==> config.mk <==
export PLATFORM = sky130hd
export DESIGN_NAME = random_range_sampler
export DESIGN_NICKNAME = d
export VERILOG_FILES = /design/src/rtl/random_range_sampler_pkg.sv /design/src/rtl/random_range_sampler_range_mask.sv /design/src/rtl/random_range_sampler.sv
export SDC_FILE = /design/constraint.sdc
export NUM_CORES = 1
export LEC_CHECK = 0
export ABC_AREA = 0
export CAP_MARGIN = 20
export CORE_MARGIN = 1
export CORE_UTILIZATION = 45
export DETAILED_ROUTE_END_ITERATION = 8
export DONT_BUFFER_PORTS = 1
export HOLD_SLACK_MARGIN = 0.12
export PLACE_DENSITY = 0.58
export SYNTH_ARGS = -nofsm -noshare
export SYNTH_HDL_FRONTEND = slang
export SYNTH_SLANG_ARGS = --single-unit
==> constraint.sdc <==
create_clock -name clk -period 2.9 [get_ports clk]
set_input_delay 0 -clock clk [delete_from_list [all_inputs] [get_ports clk]]
set_output_delay 0 -clock clk [all_outputs]
set_load 0.005 [all_outputs]
==> src/rtl/random_range_sampler_pkg.sv <==
// Shared types and widths for the bounded random sampler.
// Imported by the sampler top and its mask helper.
package random_range_sampler_pkg;

   localparam int RAND_W = 16;
   localparam int CNT_W  = 8;

   typedef enum logic [1:0] {
      IDLE,
      SAMPLE,
      WAIT,
      DONE
   } state_e;

endpackage

==> src/rtl/random_range_sampler_range_mask.sv <==
// Right-smear of a word: every bit below the top set bit is forced high,
// giving the smallest 2^k-1 that covers the input.
module range_mask
   import random_range_sampler_pkg::*;
(
   input  logic [RAND_W-1:0] x_i,
   output logic [RAND_W-1:0] mask_o
);

   logic [RAND_W-1:0] s1;
   logic [RAND_W-1:0] s2;
   logic [RAND_W-1:0] s4;

   assign s1     = x_i | (x_i >> 1);
   assign s2     = s1 | (s1 >> 2);
   assign s4     = s2 | (s2 >> 4);
   assign mask_o = s4 | (s4 >> 8);

endmodule

==> src/rtl/random_range_sampler.sv <==
// Bounded random values in [0, limit) from a free-running random stream,
// via masked rejection sampling with a deterministic fallback.
module random_range_sampler
   import random_range_sampler_pkg::*;
#(
   parameter int STRIDE    = 16,
   parameter int MAX_TRIES = 8
) (
   input  logic              clk,
   input  logic              rst,
   input  logic [RAND_W-1:0] random,
   input  logic              req,
   input  logic [RAND_W-1:0] limit,
   input  logic              ready,
   output logic              busy,
   output logic              valid,
   output logic [RAND_W-1:0] value,
   output logic              fallback
);

   localparam logic [CNT_W-1:0] TRY_LAST = CNT_W'(MAX_TRIES - 1);
   localparam logic [CNT_W-1:0] STR_LOAD = CNT_W'(STRIDE - 1);

   state_e            state_q, state_d;
   logic [RAND_W-1:0] lim_q, lim_d;
   logic [RAND_W-1:0] mask_q, mask_d;
   logic [CNT_W-1:0]  tries_q, tries_d;
   logic [CNT_W-1:0]  cnt_q, cnt_d;
   logic              busy_q, busy_d;
   logic              valid_q, valid_d;
   logic [RAND_W-1:0] value_q, value_d;
   logic              fb_q, fb_d;

   logic [RAND_W-1:0] smear;
   logic [RAND_W-1:0] mask_new;
   logic [RAND_W-1:0] cand;

   range_mask u_mask (
      .x_i    (limit - RAND_W'(1)),
      .mask_o (smear)
   );

   assign mask_new = (limit == '0) ? '1 : smear;
   assign cand     = random & mask_q;

   always_ff @(posedge clk or posedge rst) begin
      if (rst) begin
         state_q <= IDLE;
         lim_q   <= '0;
         mask_q  <= '0;
         tries_q <= '0;
         cnt_q   <= '0;
         busy_q  <= 1'b0;
         valid_q <= 1'b0;
         value_q <= '0;
         fb_q    <= 1'b0;
      end else begin
         state_q <= state_d;
         lim_q   <= lim_d;
         mask_q  <= mask_d;
         tries_q <= tries_d;
         cnt_q   <= cnt_d;
         busy_q  <= busy_d;
         valid_q <= valid_d;
         value_q <= value_d;
         fb_q    <= fb_d;
      end
   end

   always_comb begin
      state_d = state_q;
      lim_d   = lim_q;
      mask_d  = mask_q;
      tries_d = tries_q;
      cnt_d   = cnt_q;
      busy_d  = busy_q;
      valid_d = valid_q;
      value_d = value_q;
      fb_d    = fb_q;
      unique case (state_q)
         IDLE: begin
            if (req) begin
               lim_d   = limit;
               mask_d  = mask_new;
               tries_d = '0;
               busy_d  = 1'b1;
               // one settling cycle so the first sample lands at T+2
               cnt_d   = CNT_W'(1);
               state_d = WAIT;
            end
         end
         SAMPLE: begin
            if (lim_q == '0 || cand < lim_q) begin
               value_d = cand;
               fb_d    = 1'b0;
               valid_d = 1'b1;
               state_d = DONE;
            end else if (tries_q == TRY_LAST) begin
               // mask < 2*lim, so this stays inside [0, lim)
               value_d = cand - lim_q;
               fb_d    = 1'b1;
               valid_d = 1'b1;
               state_d = DONE;
            end else begin
               tries_d = tries_q + CNT_W'(1);
               cnt_d   = STR_LOAD;
               state_d = (STRIDE == 1) ? SAMPLE : WAIT;
            end
         end
         WAIT: begin
            cnt_d = cnt_q - CNT_W'(1);
            if (cnt_q == CNT_W'(1)) begin
               state_d = SAMPLE;
            end
         end
         DONE: begin
            if (ready) begin
               valid_d = 1'b0;
               busy_d  = 1'b0;
               fb_d    = 1'b0;
               state_d = IDLE;
            end
         end
         default: state_d = IDLE;
      endcase
   end

   assign busy     = busy_q;
   assign valid    = valid_q;
   assign value    = value_q;
   assign fallback = fb_q;

endmodule

==> results of run 1 <==
-- routing by layer --
metal / vias to the layer above / track usage (%) / share of wire [%]
met1: 1811 / 32.0 / 47
met2: 76 / 39.0 / 48
met4: 0 / 7.25 / 0.64
met5: - / 0 / 0
met3: 7 / 4.83 / 3.7
li1: 1957 / - / -
-- state kept, by name, indices dropped and copies added (netlist names) --
signal    cells
busy          1
cnt_q         8
fallback      1
lim_q        16
mask_q       16
state_q       2
tries_q       8
valid         1
value        16
-- logic make-up after synthesis --
kind of cell    share of synthesized area, %
fa+ha+maj                               7.75
mux                                     2.08
buf+inv                                 3.90
simple gates                            23.9
compound gates                          19.5
xor+xnor                                4.13
flops                                   38.8
-- layout make-up --
| cell class | instances | area (um2) | share of cell area [%] |
|---|---|---|---|
| clock buffers | 11 | 131 | 2.45 |
| clock inverters | 4 | 50.0 | 0.934 |
| inverters | 29 | 109 | 2.03 |
| multi-input cells | 406 | 2640 | 49.2 |
| flip-flops and latches | 69 | 1730 | 32.2 |
| well taps | 129 | 161 | 3.01 |
| repair buffers | 59 | 543 | 10.1 |
-- power breakdown --
part	total [W]	internal [W]	switching, W	leakage [nW]
logic	0.000114	0.0000534	0.0000603	1.47
registers	0.000962	0.000962	0	0.862
clock network	0.000750	0.000392	0.000358	0.0854
total	0.00182	0.00141	0.000418	2.42
-- worst register-to-register path, cell delays in order, from the launching register on --
cell	delay, ns
dfrtp_1	0.36
nand2_1	0.06
ha_2	0.19
fa_2	0.40
nor2b_4	0.14
o31ai_2	0.09
a211oi_2	0.36
o221ai_4	0.18
o21ai_4	0.22
nand2_2	0.08
or4_1	0.50
nand3_1	0.10
-- repair_timing --
item / in CTS / in global routing
gates resized for setup: 0 / 15
endpoints found under the hold margin: 96 / 7
setup buffers: 0 / 2
endpoints found under the setup margin: 0 / 11
hold buffers: 34 / 1
-- per-stage QoR --
step           hold WS [ns]  power (W)
6_report              0.132    0.00182
5_1_grt               0.173    0.00191
4_1_cts               0.121    0.00184
3_5_place_dp          0.132    0.00104
3_3_place_gp          0.124    0.00104
2_1_floorplan         0.117    0.00103
-- worst min-delay path by stage --
stage,depth (start not counted),slack [ns],endpoint,start
floorplan,2,0.12,lim_q[10],limit[10]
global placement,2,0.12,lim_q[7],limit[7]
detailed placement,2,0.13,lim_q[12],limit[12]
CTS,4,0.12,mask_q[4],limit[3]
global route,4,0.17,mask_q[4],limit[3]
finish,4,0.13,value[4],random[4]
-- layout by cell type (no fill, tap or decap), drive strengths merged, types with 3 or more instances in the layout --
cell type,Yosys,final
o31a,3,3
nand2b,7,7
xor2,5,5
xnor2,16,16
nand4,5,5
clkbuf,12,11
or3,5,5
and2,17,17
inv,29,29
a21o,5,5
dlygate4sd3,0,35
o21a,4,4
nor2,44,44
a211oi,6,6
nand3,18,18
o31ai,5,5
a22o,7,7
dfrtp,69,69
nor3,13,13
ha,26,26
a21oi,30,30
mux2i,7,7
a31oi,16,16
or4,5,5
buf,3,24
nand2,71,71
nor2b,5,5
and3,6,6
nor4,8,8
o21ai,48,48
==> qor.csv, run 1 <==
stage,metric,value,unit
critical_path,regToRegEndpoint,cnt_q[6],
routing,dr.pass1.iters,4,
critical_path,critPathTopFamily,simple AND/OR/NAND/NOR gates,
critical_path,r2r.worst_path.cells,11,
synthesis,synth.top_cell.area_share,38.8,%
cells_and_area,final_cells,707,
critical_path,worstPathArrival,3.01,ns
place,dp_slack,0.0444,ns
synthesis,synth_commonest_cells,"nand2_1 (71), dfrtp_1 (69), o21ai_0 (46)",
run_status,status,"complete, no violations",
timing,setup_slack,0.165,ns
routing,wl_per_cell,16.0,um
synthesis,syn_area_per_cell,8.58,um2
synthesis,synth_cell_types,58,
cells_and_area,final_area,5360,um2
power,p_leak,2.42,nW
cells_and_area,antennaDiodeCount,0,
timing,finalSetupViolCount,0,
critical_path,endpoint_kind,flop,
cts,root_buffer,clkbuf_8,
routing,viasPerCell,5.45,
timing,worstMarginPinSlew,0.661,ns
cts,h-tree-depth,3,
routing,drc,0,
global_routing,grt_max_degree,48,
cts,clk_latency,0.34,ns
floorplanning,rows,35,
routing,routed_wl,11300,um
cts,cts_tree,yes,
place,dp.cells,654,
power,worst_ir_drop_vdd,242,uV
cts,clock-sinks,69,
critical_path,cp.depth,11,
floorplanning,fp.dieW,102,um
timing,period_share,94.3,%
critical_path,critical_path.cell_chain,nand2_1 > ha_2 > fa_2 > nor2b_4 > o31ai_2 > a211oi_2 > o221ai_4 > o21ai_4 > nand2_2 > or4_1 > nand3_1,
synthesis,synth_area_leaders,"dfrtp_1 (39%), ha_1 (7.3%), nand2_1 (6.0%), o21ai_0 (5.2%), nor2_1 (3.7%)",
critical_path,crit_path_top_delay_cell,or4_1,
cts,cts.path.max_buffers,2,
routing,antenna_left,0,
critical_path,startpoint,mask_q[0],
timing,slew_viol_final,0,
place,port_buffers,0,
cts,cts_inserted_buffers,9,
synthesis,synth-async-reset-ratio,100,%
global_routing,grt_overflow,0,
timing,tns,0,ns
global_routing,grt_usage,23.9,%
synthesis,synth_cells,519,
critical_path,cpPeakStageDelay,0.50,ns
floorplanning,io_pins,55,
critical_path,critPathCapture,cnt_q[6],
synthesis,synth_seq_area_share,38.8,%
timing,finClkSkew,0.0112,ns
synthesis,synth_flop_cell,dfrtp_1,
critical_path,path_buf_inv,0,
routing,drt_iter0_drc,198,
critical_path,reg2reg_from,mask_q[0],
synthesis,yosysMostFrequentCell,nand2_1,
critical_path,required,3.17,ns
synthesis,syn_area,4460,um2
synthesis,syn_nets,582,
place,hpwlAfterDp,8430,um
cells_and_area,layout.nets,637,
critical_path,critical_path.max_fanout,4,
synthesis,yosysWarnings,0,
timing,hold_violations,0,
global_routing,grt_pass1_vias,3884,
timing,fmax,366,MHz
place,gp_congestion,0.877,
floorplanning,die_area,10300,um2
global_routing,antenna_found_initial,0,
min_path,hp-class,in2reg,
synthesis,ys_ff_latch,69,
cells_and_area,syn2layout_area_growth,20.3,%
global_routing,grt_pass1_wl,19000,um
floorplanning,floorplan.initialDensity,47.3,%
cells_and_area,drive_above_1_share,11.1,%
power,p_per_area,341,nW/um2
synthesis,synth-edff-count,0,
place,place_area,4710,um2
flow_run,maxCapViolCount,0,
cts,clkSlewWorstSetupHoldPaths,0.08,ns
routing,vias,3851,
cells_and_area,final_util,56.9,%
critical_path,start_kind,flop,
timing,slew_headroom,55.6,%
synthesis,synth_top_area_cell,dfrtp_1,
timing,fin_crit,2.73,ns
floorplanning,die_y,102,um
cells_and_area,fill_cells,858,
critical_path,timing_worst_setup_path_type,reg2reg,
critical_path,r2r_setup_slack,0.17,ns
floorplanning,design.core.area,9420,um2
Power figures use the tool's default switching activity.
==> run 2: changes to the inputs <==
--- a/config.mk
+++ b/config.mk
@@ -5,7 +5,7 @@
 export SDC_FILE = /design/constraint.sdc
 export NUM_CORES = 1
 export LEC_CHECK = 0
-export ABC_AREA = 0
+export ABC_AREA = 1
 export CAP_MARGIN = 20
 export CORE_MARGIN = 1
 export CORE_UTILIZATION = 45
==> qor.csv, run 2 <==
stage,metric,value,unit
run_status,status,"complete, no violations",
timing,slew_viol_final,0,
cells_and_area,final_common_cell,nand2_1,
synthesis,synth-async-reset-ratio,100,%
timing,holdWs,0.122,ns
timing,tns,0,ns
routing,routed_wl,13300,um
routing,drt_iter0_drc,318,
cts,post_cts_buffers,0,
routing,dr.pass1.iters,4,
critical_path,start_kind,flop,
synthesis,yosysMostFrequentCell,nand2_1,
timing,fin_crit,2.55,ns
floorplanning,design.core.area,10900,um2
synthesis,synth_area_leaders,"dfrtp_1 (34%), nand2_1 (21%), inv_1 (7.3%), nand3_1 (6.9%), ha_1 (6.5%)",
global_routing,grt_max_degree,43,
cts,cts.path.max_buffers,2,
timing,hold_violations,0,
global_routing,grt_usage,24.4,%
critical_path,required,3.16,ns
critical_path,regToRegEndpoint,cnt_q[2],
cts,clk_latency,0.37,ns
floorplanning,floorplan.initialDensity,46.3,%
cells_and_area,layout.nets,856,
critical_path,crit_path_top_delay_cell,fa_1,
routing,met2_length,5700,um
cells_and_area,drive_above_1_share,5.27,%
timing,grt_setup_unrepaired,no,
power,p_leak,3.06,nW
cells_and_area,syn2layout_area_growth,13.6,%
timing,worstMarginPinSlew,0.833,ns
synthesis,synth_top_area_cell,dfrtp_1,
critical_path,critical_path.cell_chain,nand2_1 > ha_1 > fa_1 > inv_1 > nand2_1 > nand2_1 > nand4_1 > nand2_1 > nand2_2 > nand2_4 > nand3_2 > nand2_4 > nand2_2 > nand2_1 > nand2_1,
critical_path,r2r_setup_slack,0.35,ns
critical_path,timing_worst_setup_path_type,reg2reg,
routing,drc,0,
floorplanning,die_area,11600,um2
critical_path,startpoint,mask_q[0],
synthesis,synth_compound_area_share,7.30,%
flow_run,maxCapViolCount,0,
global_routing,grt_pass1_wl,22100,um
routing,viasPerCell,5.04,
cells_and_area,final_cell_mix,"nand2_1 (281), inv_1 (97), nand3_1 (69), dfrtp_1 (69), nor2_1 (65)",
synthesis,synth_seq_area_share,34.3,%
cells_and_area,antennaDiodeCount,0,
critical_path,critical_path.max_fanout,22,
timing,finalSetupViolCount,0,
synthesis,synth.top_cell.area_share,34.3,%
place,port_buffers,0,
cts,h-tree-depth,3,
synthesis,ys_ff_latch,69,
routing,wl_per_cell,14.2,um
critical_path,worstPathArrival,2.81,ns
global_routing,antenna_found_initial,0,
critical_path,critPathTopFamily,simple AND/OR/NAND/NOR gates,
synthesis,synth_cells,757,
global_routing,grt_overflow,0,
synthesis,synth_flop_cell,dfrtp_1,
timing,period_share,87.9,%
global_routing,grt_pass1_vias,4509,
place,dp.cells,887,
cts,cts_inserted_buffers,9,
synthesis,muxShareOfSynthArea,0.199,%
synthesis,synth_top_family_by_area,simple AND/OR/NAND/NOR gates,
floorplanning,fp.dieW,108,um
synthesis,yosys.area_share.simple,39.7,%
timing,slew_headroom,44.4,%
critical_path,reg2reg_from,mask_q[0],
timing,finClkSkew,0.0122,ns
synthesis,synth-edff-count,0,
synthesis,syn_nets,820,
critical_path,cp.depth,15,
floorplanning,die_y,108,um
power,totalPowerFinal,0.00603,W
synthesis,synth_cell_types,37,
critical_path,cpPeakStageDelay,0.40,ns
routing,wl_met3,551,um
critical_path,r2r.worst_path.cells,15,
synthesis,synth_commonest_cells,"nand2_1 (281), inv_1 (98), dfrtp_1 (69), nand3_1 (69), nor2_1 (65)",
cells_and_area,final_cells,937,
cts,cts_tree,yes,
critical_path,cp_common_cell,nand2_1,
cts,cts_resized,0,
place,gp_congestion,0.815,
min_path,hold_end,mask_q[5],
floorplanning,io_pins,55,
min_path,hp-class,in2reg,
routing,met1Wirelength,6860,um
synthesis,synth_xor_area_share,2.61,%
critical_path,endpoint_kind,flop,
synthesis,syn_area_per_cell,6.65,um2
routing,vias,4720,
routing,top_layer,met4,
critical_path,path_buf_inv,1,
routing,antenna_left,0,
min_path,min_from,limit[2],
min_path,min_path_cells,6,
cts,clkSlewWorstSetupHoldPaths,0.08,ns
synthesis,synthAdderAreaFrac,6.86,%
synthesis,yosysWarnings,0,
place,hpwlAfterDp,9910,um
cts,clock-sinks,69,
power,p_per_area,1050,nW/um2
timing,fmax,392,MHz
cts,root_buffer,clkbuf_8,
floorplanning,rows,38,
synthesis,syn_area,5040,um2
power,worst_ir_drop_vdd,426,uV
## run 2: changes by cell type after synthesis, moves of 7 or more
cell     previous run  this run
a21oi_1            30        12
a31oi_1            16         2
nand4_1             4        12
xor2_1              5        12
a22o_1              7         0
and2_1             17         1
xnor2_1            16         3
inv_1              29        98
nor2_1             44        65
nand3_1            18        69
nand2_1            71       281
nor4_1              8         1
## run 2: repair_timing
action / CTS / global route
hold buffers: 35 / 0
hold endpoints to repair: 92 / 0
setup endpoints to repair: 0 / 0
## run 2: final cells by class
| cell class | count | area [um2] |
|---|---|---|
| clock buffers | 10 | 138 |
| clock inverters | 5 | 85.1 |
| fillers | 1101 | 5160 |
| inverters | 99 | 372 |
| multi-input cells | 576 | 2850 |
| flip-flops and latches | 69 | 1730 |
| well taps | 140 | 175 |
| repair buffers | 38 | 373 |
## run 2: per-layer routing
| metal | global-route usage, % | vias up |
|---|---|---|
| met2 | 36.1 | 113 |
| met5 | 0 | - |
| li1 | - | 2467 |
| met3 | 5.27 | 14 |
| met4 | 6.26 | 0 |
| met1 | 35.6 | 2126 |
## run 2: power by group
group	switching (W)	total [W]	internal, W
logic	0.00232	0.00350	0.00117
clock network	0.000405	0.000911	0.000506
registers	0.000270	0.00162	0.00135
total	0.00300	0.00603	0.00303
## run 2: kinds of logic (layout without fill, tap and decap cells)
family | count (synthesis) | in the layout
AOI/OAI and AO/OA | 67 | 67
xor gates and xnor gates | 15 | 15
adders and majority gates | 27 | 27
buffers and inverters | 112 | 152
DFF | 69 | 69
muxes | 1 | 1
and+or+nand+nor | 466 | 466
## run 2: worst min-delay path: stages
cell,delay (ns)
nor2_1,0.03
nand3_1,0.09
nand2_1,0.08
nand4_1,0.09
nand2_1,0.08
nand3_1,0.08
## run 2: worst max path at each step
stage | endpoint | slack, ns
floorplan | value[1] | 0.79
global placement | value[9] | 0.43
detailed placement | value[9] | 0.38
CTS | cnt_q[2] | 0.37
global route | value[8] | 0.11
finish | cnt_q[2] | 0.35
## run 2: through the flow
step / setup WS, ns / instance area [um2] / util [%]
2_1_floorplan: 0.788 / 5040 / -
3_3_place_gp: 0.433 / 5150 / 47.3
3_5_place_dp: 0.384 / 5150 / 47.3
4_1_cts: 0.365 / 5720 / 52.6
5_1_grt: 0.106 / 5720 / 52.6
6_report: 0.351 / 5720 / 52.6
